### config.mk
export PLATFORM = sky130hd
export DESIGN_NAME = half_norm_pack
export DESIGN_NICKNAME = d
export VERILOG_FILES = /design/src/rtl/half_norm_pack.sv
export SDC_FILE = /design/constraint.sdc
export NUM_CORES = 1
export LEC_CHECK = 0
export CAP_MARGIN = 20
export CORE_UTILIZATION = 35
export DETAILED_ROUTE_END_ITERATION = 16
export SLEW_MARGIN = 0
export SYNTH_ARGS = -nofsm -noshare
export SYNTH_HDL_FRONTEND = slang
export SYNTH_SLANG_ARGS = --single-unit
### constraint.sdc
create_clock -name clk -period 2.7 [get_ports clk]
set_clock_uncertainty 0.2 [all_clocks]
set_input_delay 0.405 -clock clk [delete_from_list [all_inputs] [get_ports clk]]
set_output_delay 0.405 -clock clk [all_outputs]
set_load 0.02 [all_outputs]
### src/rtl/half_norm_pack.sv
// Normalizes a raw sign/exponent/significand result, rounds to nearest-even, packs binary16.
// Latency: out_valid N+3 cycles after start is sampled (N = shift cycles), 2 cycles for a zero result.
// No backpressure: start is accepted only in IDLE; a start seen while busy is dropped, not queued.
module half_norm_pack #(
    parameter int EXP_W  = 5,
    parameter int FRAC_W = 10
) (
    input  logic                      clk,
    input  logic                      rst,
    input  logic                      start,
    input  logic                      in_sign,
    input  logic [EXP_W-1:0]          in_expo,
    input  logic [FRAC_W+3:0]         in_sig,
    input  logic                      in_sticky,
    output logic                      busy,
    output logic                      out_valid,
    output logic [EXP_W+FRAC_W:0]     out
);

    localparam int SIG_W = FRAC_W + 4;
    localparam int HID   = FRAC_W + 2;
    localparam int CARRY = FRAC_W + 3;
    localparam int PK_W  = EXP_W + FRAC_W;

    localparam logic [EXP_W:0]   EXP_ONE = {{EXP_W{1'b0}}, 1'b1};
    localparam logic [EXP_W:0]   EXP_LIM = {1'b0, {EXP_W{1'b1}}};
    localparam logic [EXP_W-1:0] EF_MAX  = {EXP_W{1'b1}};

    typedef enum logic [1:0] {
        IDLE  = 2'd0,
        NORM  = 2'd1,
        ROUND = 2'd2,
        DONE  = 2'd3
    } state_t;

    state_t             state;
    logic               sgn;
    logic [EXP_W:0]     expo;
    logic [SIG_W-1:0]   sig;
    logic               sticky;

    logic [EXP_W-1:0]   efield;
    logic               inc;
    logic [PK_W-1:0]    sum;
    logic [PK_W:0]      round_word;

    assign busy = (state != IDLE);

    // Rounding: the fraction carry ripples straight into the exponent field,
    // which also promotes a subnormal to the smallest normal.
    always_comb begin
        efield     = sig[HID] ? expo[EXP_W-1:0] : {EXP_W{1'b0}};
        inc        = sig[1] & (sig[0] | sticky | sig[2]);
        sum        = {efield, sig[FRAC_W+1:2]} + {{(PK_W-1){1'b0}}, inc};
        round_word = {sgn, sum};
        if (expo >= EXP_LIM || sum[PK_W-1:FRAC_W] == EF_MAX) begin
            round_word = {sgn, EF_MAX, {FRAC_W{1'b0}}};
        end
    end

    always_ff @(posedge clk) begin
        if (rst) begin
            state     <= IDLE;
            sgn       <= 1'b0;
            expo      <= '0;
            sig       <= '0;
            sticky    <= 1'b0;
            out       <= '0;
            out_valid <= 1'b0;
        end else begin
            out_valid <= 1'b0;
            case (state)
                IDLE: begin
                    if (start) begin
                        sgn    <= in_sign;
                        expo   <= (in_expo == '0) ? EXP_ONE : {1'b0, in_expo};
                        sig    <= in_sig;
                        sticky <= in_sticky;
                        state  <= NORM;
                    end
                end
                NORM: begin
                    if (sig == '0 && !sticky) begin
                        out   <= {sgn, {PK_W{1'b0}}};
                        state <= DONE;
                    end else if (sig[CARRY]) begin
                        sig    <= sig >> 1;
                        sticky <= sticky | sig[0];
                        expo   <= expo + EXP_ONE;
                    end else if (!sig[HID] && expo > EXP_ONE) begin
                        sig  <= sig << 1;
                        expo <= expo - EXP_ONE;
                    end else begin
                        state <= ROUND;
                    end
                end
                ROUND: begin
                    out   <= round_word;
                    state <= DONE;
                end
                DONE: begin
                    out_valid <= 1'b1;
                    state     <= IDLE;
                end
                default: state <= IDLE;
            endcase
        end
    end

endmodule

==> results of run 1 <==
==> per-layer routing <==
layer / GRT usage, % / share of wire, % / vias to the layer above
met5: 0 / 0 / -
met4: 5.77 / 0.63 / 0
met3: 2.56 / 5.4 / 4
met2: 31.7 / 48 / 77
met1: 25.6 / 46 / 1234
li1: - / - / 1306
==> cell families (layout without fill, tap and decap cells) <==
kind of cell,after synthesis,count (layout),share of synthesized area [%]
multiplexers,11,11,4.10
buffers and inverters,40,75,6.61
adder cells (fa/ha/maj),8,8,3.73
AO/OA/AOI/OAI,101,101,26.7
XOR/XNOR,10,10,3.26
AND/OR/NAND/NOR,130,130,25.0
flip-flops,41,41,30.6
==> metrics by stage <==
stage                     total power (uW)  setup WS (ns)  area [um^2]
after global routing                  3710        0.00249         3290
after CTS                             3400          0.176         3280
after global placement                2960          0.183         3200
final                                 3410          0.231         3290
after floorplan                       2420          0.321         2690
after detailed placement              3000          0.103         3200
==> layout make-up <==
cell class	count	share of cell area (%)
multi-input cells	260	51.5
flip-flops and latches	41	25.0
repair buffers	56	15.9
well taps	99	3.77
clock buffers	6	2.21
inverters	11	1.26
clock inverters	2	0.305
==> cell usage after synthesis (all sizes together) (3+ instances only) <==
master	n	area [um^2]
and4	3	28.8
a211oi	14	105
nand2b	10	62.6
xor2	4	35.0
buf	16	87.6
o41ai	10	163
mux2i	11	110
and2	3	18.8
xnor2	6	52.6
nand3	8	40.0
clkbuf	13	48.8
o21ai	10	50.0
nand2	45	169
a31oi	5	31.3
a21oi	43	215
inv	11	41.3
dfxtp	41	821
ha	8	100
nand4	9	77.6
nor4	9	68.8
nor2	26	97.6
nor3	7	40.0
==> flip-flops by register name, summed over array words and instances (netlist names) <==
signal,count
expo,6
out,16
out_valid,1
sgn,1
sig,14
state,2
sticky,1
==> power groups by stage <==
stage	registers (uW)	logic [uW]	clock network (uW)
finish	1070	1940	396
global route	1100	2180	428
floorplan	939	1480	0
CTS	1060	1930	408
detailed placement	1080	1920	0
global placement	1070	1890	0
==> path summary, 6_finish.rpt <==
kind            start       to  depth (start not counted)
max          state[1]   out[0]                          7
min           out[13]  out[13]                          2
max reg2reg  state[1]   out[0]                          7
min reg2reg   out[13]  out[13]                          2
==> critical path: stages, from the launching register on <==
cell     delay [ns]
dfxtp_1        0.38
inv_1          0.09
ha_1           0.20
nor4b_1        0.15
and4_1         0.26
nor3_1         0.85
nand2_1        0.16
o41ai_2        0.09
==> results_dict.tcl, run 1 <==
set metrics [dict create \
    fillers 737 \
    grt_max_degree 40 \
    relSlewSlack_pct 29.0 \
    synth_fp_nets 373 \
    num_vias 2621 \
    postCtsSetupBuffers 0 \
    start_kind "flip-flop" \
    grt_pass1_vias 2458 \
    p_clk_share_pct 11.6 \
    power_leakage_uw 0.00115 \
    cts_sinks 41 \
    dieHeight_um 89.6 \
    clk_pin_slew_ns 0.08 \
    drt_pre_antenna_iters 5 \
    post_cts_resized 0 \
    slew_viol_final 0 \
    path_max_fanout 10 \
    drtAntennaViolNets 0 \
    crit_type "flip-flop to flip-flop" \
    setup_tns_ns 0 \
    grt_pass1_wl_um 11900 \
    hp-class "flip-flop to flip-flop" \
    num_antenna_cells 0 \
    finalHoldViolCount 0 \
    finalCriticalPeriod_ns 2.47 \
    netlist_instances 341 \
    critPathArrivalTime_ns 2.46 \
    num_rows 31 \
    max-clock-path-buffers 2 \
    drtIter0Drc 162 \
    holdWs_ns 0.252 \
    power.internal_uw 1740 \
    io_pins 42 \
    area_growth_pct 22.4 \
    synth_edf_count 0 \
    period_share_pct 91.4 \
    ctsRootBufferMaster "clkbuf_8" \
    syn_area_um2 2690 \
    multi_input_area_um2 1690 \
    clk_latency_ns 0.29 \
    synthFlopType "dfxtp_1" \
    synth-seq-area-share_pct 30.6 \
    dp_hpwl_um 5260 \
    final_cell_mix "nand2_1, a21oi_1, clkdlybuf4s50_1, dfxtp_1, nor2_1" \
    ir_drop_mv 0.548 \
    final_cells 475 \
    layout_commonest_cell "nand2_1" \
    required_ns 2.70 \
    core_um2 7330 \
    status "complete, no violations" \
    p_sw_share_pct 49.1 \
    tightest_slew_ns 1.06 \
    max_freq_mhz 405 \
    routedWlPerCell_um 15.3 \
    synthDistinctLibCells 52 \
    antenna_found_initial 0 \
    cts.htree.levels 2 \
    pwr_density_cell_nw_per_um2 1040 \
    fin_util_pct 44.8 \
    grt_remaining_overflow 0 \
    gp_congestion 0.843 \
    rsz0062_at_grt "false" \
    drive_gt1_share_pct 11.2 \
    maxCapViolCount 0 \
    start_util_pct 36.6 \
    track_usage_pct 19.1 \
    pwr-share-comb_pct 56.9 \
    viasPerCell 5.52 \
    avgSynthCellArea_um2 7.88 \
    p_sw_uw 1680 \
    setup_viol 0 \
    dieArea_um2 8030 \
    cts_hold_buffers 0 \
    async_flop_share_pct 0 \
    yosysWarnings 0 \
    die_w_um 89.6 \
    portBuffers 41 \
    seq_power_share_pct 31.5 \
    cts_tree "built" \
    numPlacedInstances 467 \
    drc 0 \
    register_area_um2 822 \
    drt-total-wl_um 7260 \
    numCtsBuffers 5 \
    fin_nets 407 \
    synth_seq_cells 41 \
    critPathCaptureType "flip-flop" \
    rrSetupSlack_ns 0.23 \
]
Note: power is estimated with default switching activity, not from simulation.
==> run 2, diff against run 1 <==
SLEW_MARGIN = 20   (was 0)
==> results of run 2 <==
Same layout as run 1: the final DEF is identical, and so are final timing and power.
